$ cat src/rtl/ysyx_23060208_arb_pkg.sv
// Shared types and constants for the dsram read-port arbiter.
package ysyx_23060208_arb_pkg;

    typedef enum logic [2:0] {
        IDLE = 3'd0,
        AR0  = 3'd1,
        R0   = 3'd2,
        AR1  = 3'd3,
        R1   = 3'd4
    } arb_state_e;

    localparam logic [1:0] RESP_OKAY = 2'b00;

endpackage

$ cat src/rtl/ysyx_23060208_rr_pick.sv
// Two-way round-robin picker: on a tie the requester that did not own the port last wins.
module ysyx_23060208_rr_pick
    import ysyx_23060208_arb_pkg::*;
(
    input  logic [1:0] req,
    input  logic       last,
    output logic       gnt_valid,
    output logic       gnt_id
);

    always_comb begin
        gnt_valid = |req;
        gnt_id    = (req == 2'b11) ? ~last : req[1];
    end

endmodule

$ cat src/rtl/ysyx_23060208_rd_arbiter.sv
// Shares the dsram AR/R channels between IFU (0) and LSU (1), one whole read at a time.
module ysyx_23060208_rd_arbiter
    import ysyx_23060208_arb_pkg::*;
#(
    parameter int DATA_WIDTH = 32
) (
    input  logic                  clock,
    input  logic                  reset,
    input  logic [DATA_WIDTH-1:0] m0_araddr,
    input  logic                  m0_arvalid,
    output logic                  m0_arready,
    output logic [DATA_WIDTH-1:0] m0_rdata,
    output logic [1:0]            m0_rresp,
    output logic                  m0_rvalid,
    input  logic                  m0_rready,
    input  logic [DATA_WIDTH-1:0] m1_araddr,
    input  logic                  m1_arvalid,
    output logic                  m1_arready,
    output logic [DATA_WIDTH-1:0] m1_rdata,
    output logic [1:0]            m1_rresp,
    output logic                  m1_rvalid,
    input  logic                  m1_rready,
    output logic [DATA_WIDTH-1:0] s_araddr,
    output logic                  s_arvalid,
    input  logic                  s_arready,
    input  logic [DATA_WIDTH-1:0] s_rdata,
    input  logic [1:0]            s_rresp,
    input  logic                  s_rvalid,
    output logic                  s_rready
);

    arb_state_e state, state_n;
    logic       last, last_n;
    logic       gnt_valid, gnt_id;

    ysyx_23060208_rr_pick u_pick (
        .req       ({m1_arvalid, m0_arvalid}),
        .last      (last),
        .gnt_valid (gnt_valid),
        .gnt_id    (gnt_id)
    );

    // Owner only changes from IDLE, so AR and R of one transaction always share a master.
    always_comb begin
        state_n = state;
        last_n  = last;
        case (state)
            IDLE: if (gnt_valid) state_n = gnt_id ? AR1 : AR0;
            AR0:  if (s_arvalid && s_arready) state_n = R0;
            R0:   if (s_rvalid && s_rready) begin
                      state_n = IDLE;
                      last_n  = 1'b0;
                  end
            AR1:  if (s_arvalid && s_arready) state_n = R1;
            R1:   if (s_rvalid && s_rready) begin
                      state_n = IDLE;
                      last_n  = 1'b1;
                  end
            default: state_n = IDLE;
        endcase
    end

    always_ff @(posedge clock or posedge reset) begin
        if (reset) begin
            state <= IDLE;
            last  <= 1'b1;
        end else begin
            state <= state_n;
            last  <= last_n;
        end
    end

    always_comb begin
        s_araddr   = '0;
        s_arvalid  = 1'b0;
        s_rready   = 1'b0;
        m0_arready = 1'b0;
        m0_rdata   = '0;
        m0_rresp   = RESP_OKAY;
        m0_rvalid  = 1'b0;
        m1_arready = 1'b0;
        m1_rdata   = '0;
        m1_rresp   = RESP_OKAY;
        m1_rvalid  = 1'b0;
        case (state)
            AR0: begin
                s_araddr   = m0_araddr;
                s_arvalid  = m0_arvalid;
                m0_arready = s_arready;
            end
            R0: begin
                m0_rdata  = s_rdata;
                m0_rresp  = s_rresp;
                m0_rvalid = s_rvalid;
                s_rready  = m0_rready;
            end
            AR1: begin
                s_araddr   = m1_araddr;
                s_arvalid  = m1_arvalid;
                m1_arready = s_arready;
            end
            R1: begin
                m1_rdata  = s_rdata;
                m1_rresp  = s_rresp;
                m1_rvalid = s_rvalid;
                s_rready  = m1_rready;
            end
            default: ;
        endcase
    end

endmodule

$ cat config.mk
export PLATFORM = sky130hd
export DESIGN_NAME = ysyx_23060208_rd_arbiter
export DESIGN_NICKNAME = d
export VERILOG_FILES = /design/src/rtl/ysyx_23060208_arb_pkg.sv /design/src/rtl/ysyx_23060208_rr_pick.sv /design/src/rtl/ysyx_23060208_rd_arbiter.sv
export SDC_FILE = /design/constraint.sdc
export NUM_CORES = 1
export LEC_CHECK = 0
export CORE_AREA = 2 2 81 83
export DETAILED_ROUTE_END_ITERATION = 8
export DIE_AREA = 0 0 83 85
export HOLD_SLACK_MARGIN = 0.12
export PLACE_DENSITY = 0.75
export SLEW_MARGIN = 20
export SYNTH_ARGS = -nofsm -noshare
export SYNTH_HDL_FRONTEND = slang
export SYNTH_SLANG_ARGS = --single-unit
$ cat constraint.sdc
create_clock -name clock -period 1.6 [get_ports clock]
set_input_delay 0.32 -clock clock [delete_from_list [all_inputs] [get_ports clock]]
set_output_delay 0.32 -clock clock [all_outputs]
set_load 0.005 [all_outputs]
==> flow_summary.yaml <==
run_status:
  outcome: "complete, but fails checks"
  violations: "negative setup slack"
placement:
  dp_hpwl_mm: 5.74
  routabilityCongestion: 0.864
  numPortBuffers: 211
timing:
  worst_slew_pin_slew_ns: 0.236
  max_slew_margin: 0.840
  min_period_ns: 1.93
  grt_setup_unrepaired: "yes"
  slew_viol_final: 0
  timing.fmax_mhz: 519
  finalHoldViolations: 0
  fin_crit_sh: 1.20
  fin_worst_skew_ns: 0.00267
  setup_slack_ns: -0.327
  setup_viol: 105
  finalSetupTns_ns: -22.32
floorplan:
  dieArea_mm2: 0.00706
  core_area_mm2: 0.00620
  start_util: 0.183
  num_rows: 29
  ios: 212
  die_y_um: 85
  die_w_um: 83
final_layout:
  mostFrequentLayoutCells: "clkdlybuf4s50_1, buf_6, and2_4, a22o_1, buf_2"
  multi_input_area_mm2: 0.00111
  final_layout_size_suffix_gt1_frac: 0.604
  insertedDiodeCount: 0
  fillers: 492
  area.growth.synth_to_final_pct: 274
  final_common_cell: "clkdlybuf4s50_1"
  final-seq-area_um2: 105
  final_nets: 511
  final_core_util: 0.684
synth:
  synth_area_leader_cell: "and2_1"
  synthTopCellsByArea: "and2_1, a22o_1, dfrtp_1"
  syn_nets: 255
  syn_area_mm2: 0.00114
  ys_types: 26
  synth-edff-count: 0
  yosysSeqAreaShare: 0.0892
  ys.warnings.count: 0
  synth_cells: 149
  yosys_register_bits: 4
  yosysTopAreaCellShare: 0.391
  synthArstFlopShare: 1.00
  ys.flop_type: "dfrtp_1"
  syn_avg_cell_area_um2: 7.62
critical_path:
  critical_path_class: "register to output pin"
  required_ns: 1.28
  crit_arrival_ns: 1.61
  r2r_setup_slack_ns: 0.04
  crit_fanout: 5
  end_kind: "output pin"
  cp-start-kind: "register"
grt:
  grtUsageTotal: 0.242
  grt_pass1_wl_mm: 13.6
  antenna_found_initial: 0
  grt_max_degree: 19
  grt_pass1_vias: 2462
  grt-ovfl-total: 0
route:
  routed-via-count: 2230
  ant_nets: 0
  drt_first_pass_iters: 4
  wl_per_cell_um: 19.3
  drt_wl_total_mm: 9.27
  drc: 0
  routed_via_density: 4.64
  drt_iter0_markers: 22
pwr:
  power_w: 0.00496
  peakVddDrop_mv: 0.968
  leakage_nw: 2.02
  powerDensity_mw_per_mm2: 1170
clock_network:
  clk_pin_slew_ns: 0.03
  cts_buffers: 3
  cts.sinks: 4
  cts_tree: "yes"
  cts_root_buffer: "clkbuf_8"
  cts_hold_buf: 0
  cts_max_path_buffers: 2
  htree_levels: 1
  clk-insertion-delay-late_ns: 0.22
worst_hold_path:
  hold_class: "input port to asynchronous set/reset pin"
run:
  maxCapViolations: 0
-- flip-flops by register name, indices dropped and copies added, names as in the netlist --
name / cells
last: 1
state: 3
-- logic make-up after synthesis --
logic type	after synthesis	synth area share
and+or+nand+nor	85	0.486
AOI/OAI and AO/OA	43	0.320
buffers and inverters	17	0.105
DFF	4	0.0892
-- final timing paths --
check,from,to,depth (start not counted)
max in group asynchronous,reset,last$_DFFE_PP1P_,2
max reg2reg,state[0]$_DFFE_PP0P_,state[2]$_DFFE_PP0P_,6
min reg2reg,last$_DFFE_PP1P_,last$_DFFE_PP1P_,1
min in group clock,last$_DFFE_PP1P_,last$_DFFE_PP1P_,1
min,reset,state[1]$_DFFE_PP0P_,2
max,state[0]$_DFFE_PP0P_,s_araddr[17],8
-- worst max-delay path: stages, from the launching register on --
cell and delay [ns]:
dfrtp_2 0.45, buf_6 0.14, nand2b_4 0.07, nor2_4 0.04
buf_12 0.12, buf_8 0.12, buf_12 0.12, a22o_1 0.19
buf_2 0.13
-- final cells by class --
| cell class | instances | share of cell area |
|---|---|---|
| Multi-Input combinational cell | 128 | 0.261 |
| Tap cell | 77 | 0.0227 |
| Clock buffer | 4 | 0.0106 |
| Sequential cell | 4 | 0.0248 |
| Inverter | 2 | 0.00177 |
| Timing Repair Buffer | 266 | 0.679 |
-- Yosys cell counts, types with 2 or more instances --
| library cell | n |
|---|---|
| dfrtp_1 | 3 |
| buf_2 | 5 |
| buf_4 | 5 |
| buf_6 | 4 |
| and2_1 | 71 |
| a22oi_1 | 2 |
| nand2_1 | 4 |
| inv_1 | 2 |
| a22o_1 | 36 |
-- where the power goes --
group | total (W) | switching [W] | internal (W)
clock network | 0.000226 | 0.0000559 | 0.000170
registers | 0.000218 | 0.0000639 | 0.000155
logic | 0.00452 | 0.00162 | 0.00290
total | 0.00496 | 0.00174 | 0.00322
-- metrics by stage --
step	instances	setup WS (ns)	hold WS [ns]	instance area (µm²)
finish	481	-0.327	0.283	4240
global route	481	-0.385	0.289	4240
CTS	482	-0.350	0.284	3940
detailed placement	439	-0.372	0.517	3410
global placement	439	-0.335	0.513	3410
floorplan	149	0.122	0.0854	1140
-- repair_timing --
item / 4_1_cts / 5_1_grt
pin swaps: 57 / 40
resized for setup: 506 / 106
setup endpoints to repair: 106 / 109
buffers inserted: 26 / 5
gates cloned: 13 / 3
-- routing by layer --
layer  part of all wire  vias up  track usage
met5                  0        -            0
met4              0.017        0       0.0537
met3               0.10       14       0.0710
met2               0.52      148        0.457
met1               0.36     1031        0.266
li1                   -     1037            -
No activity file was read; power rests on OpenSTA's default activity.
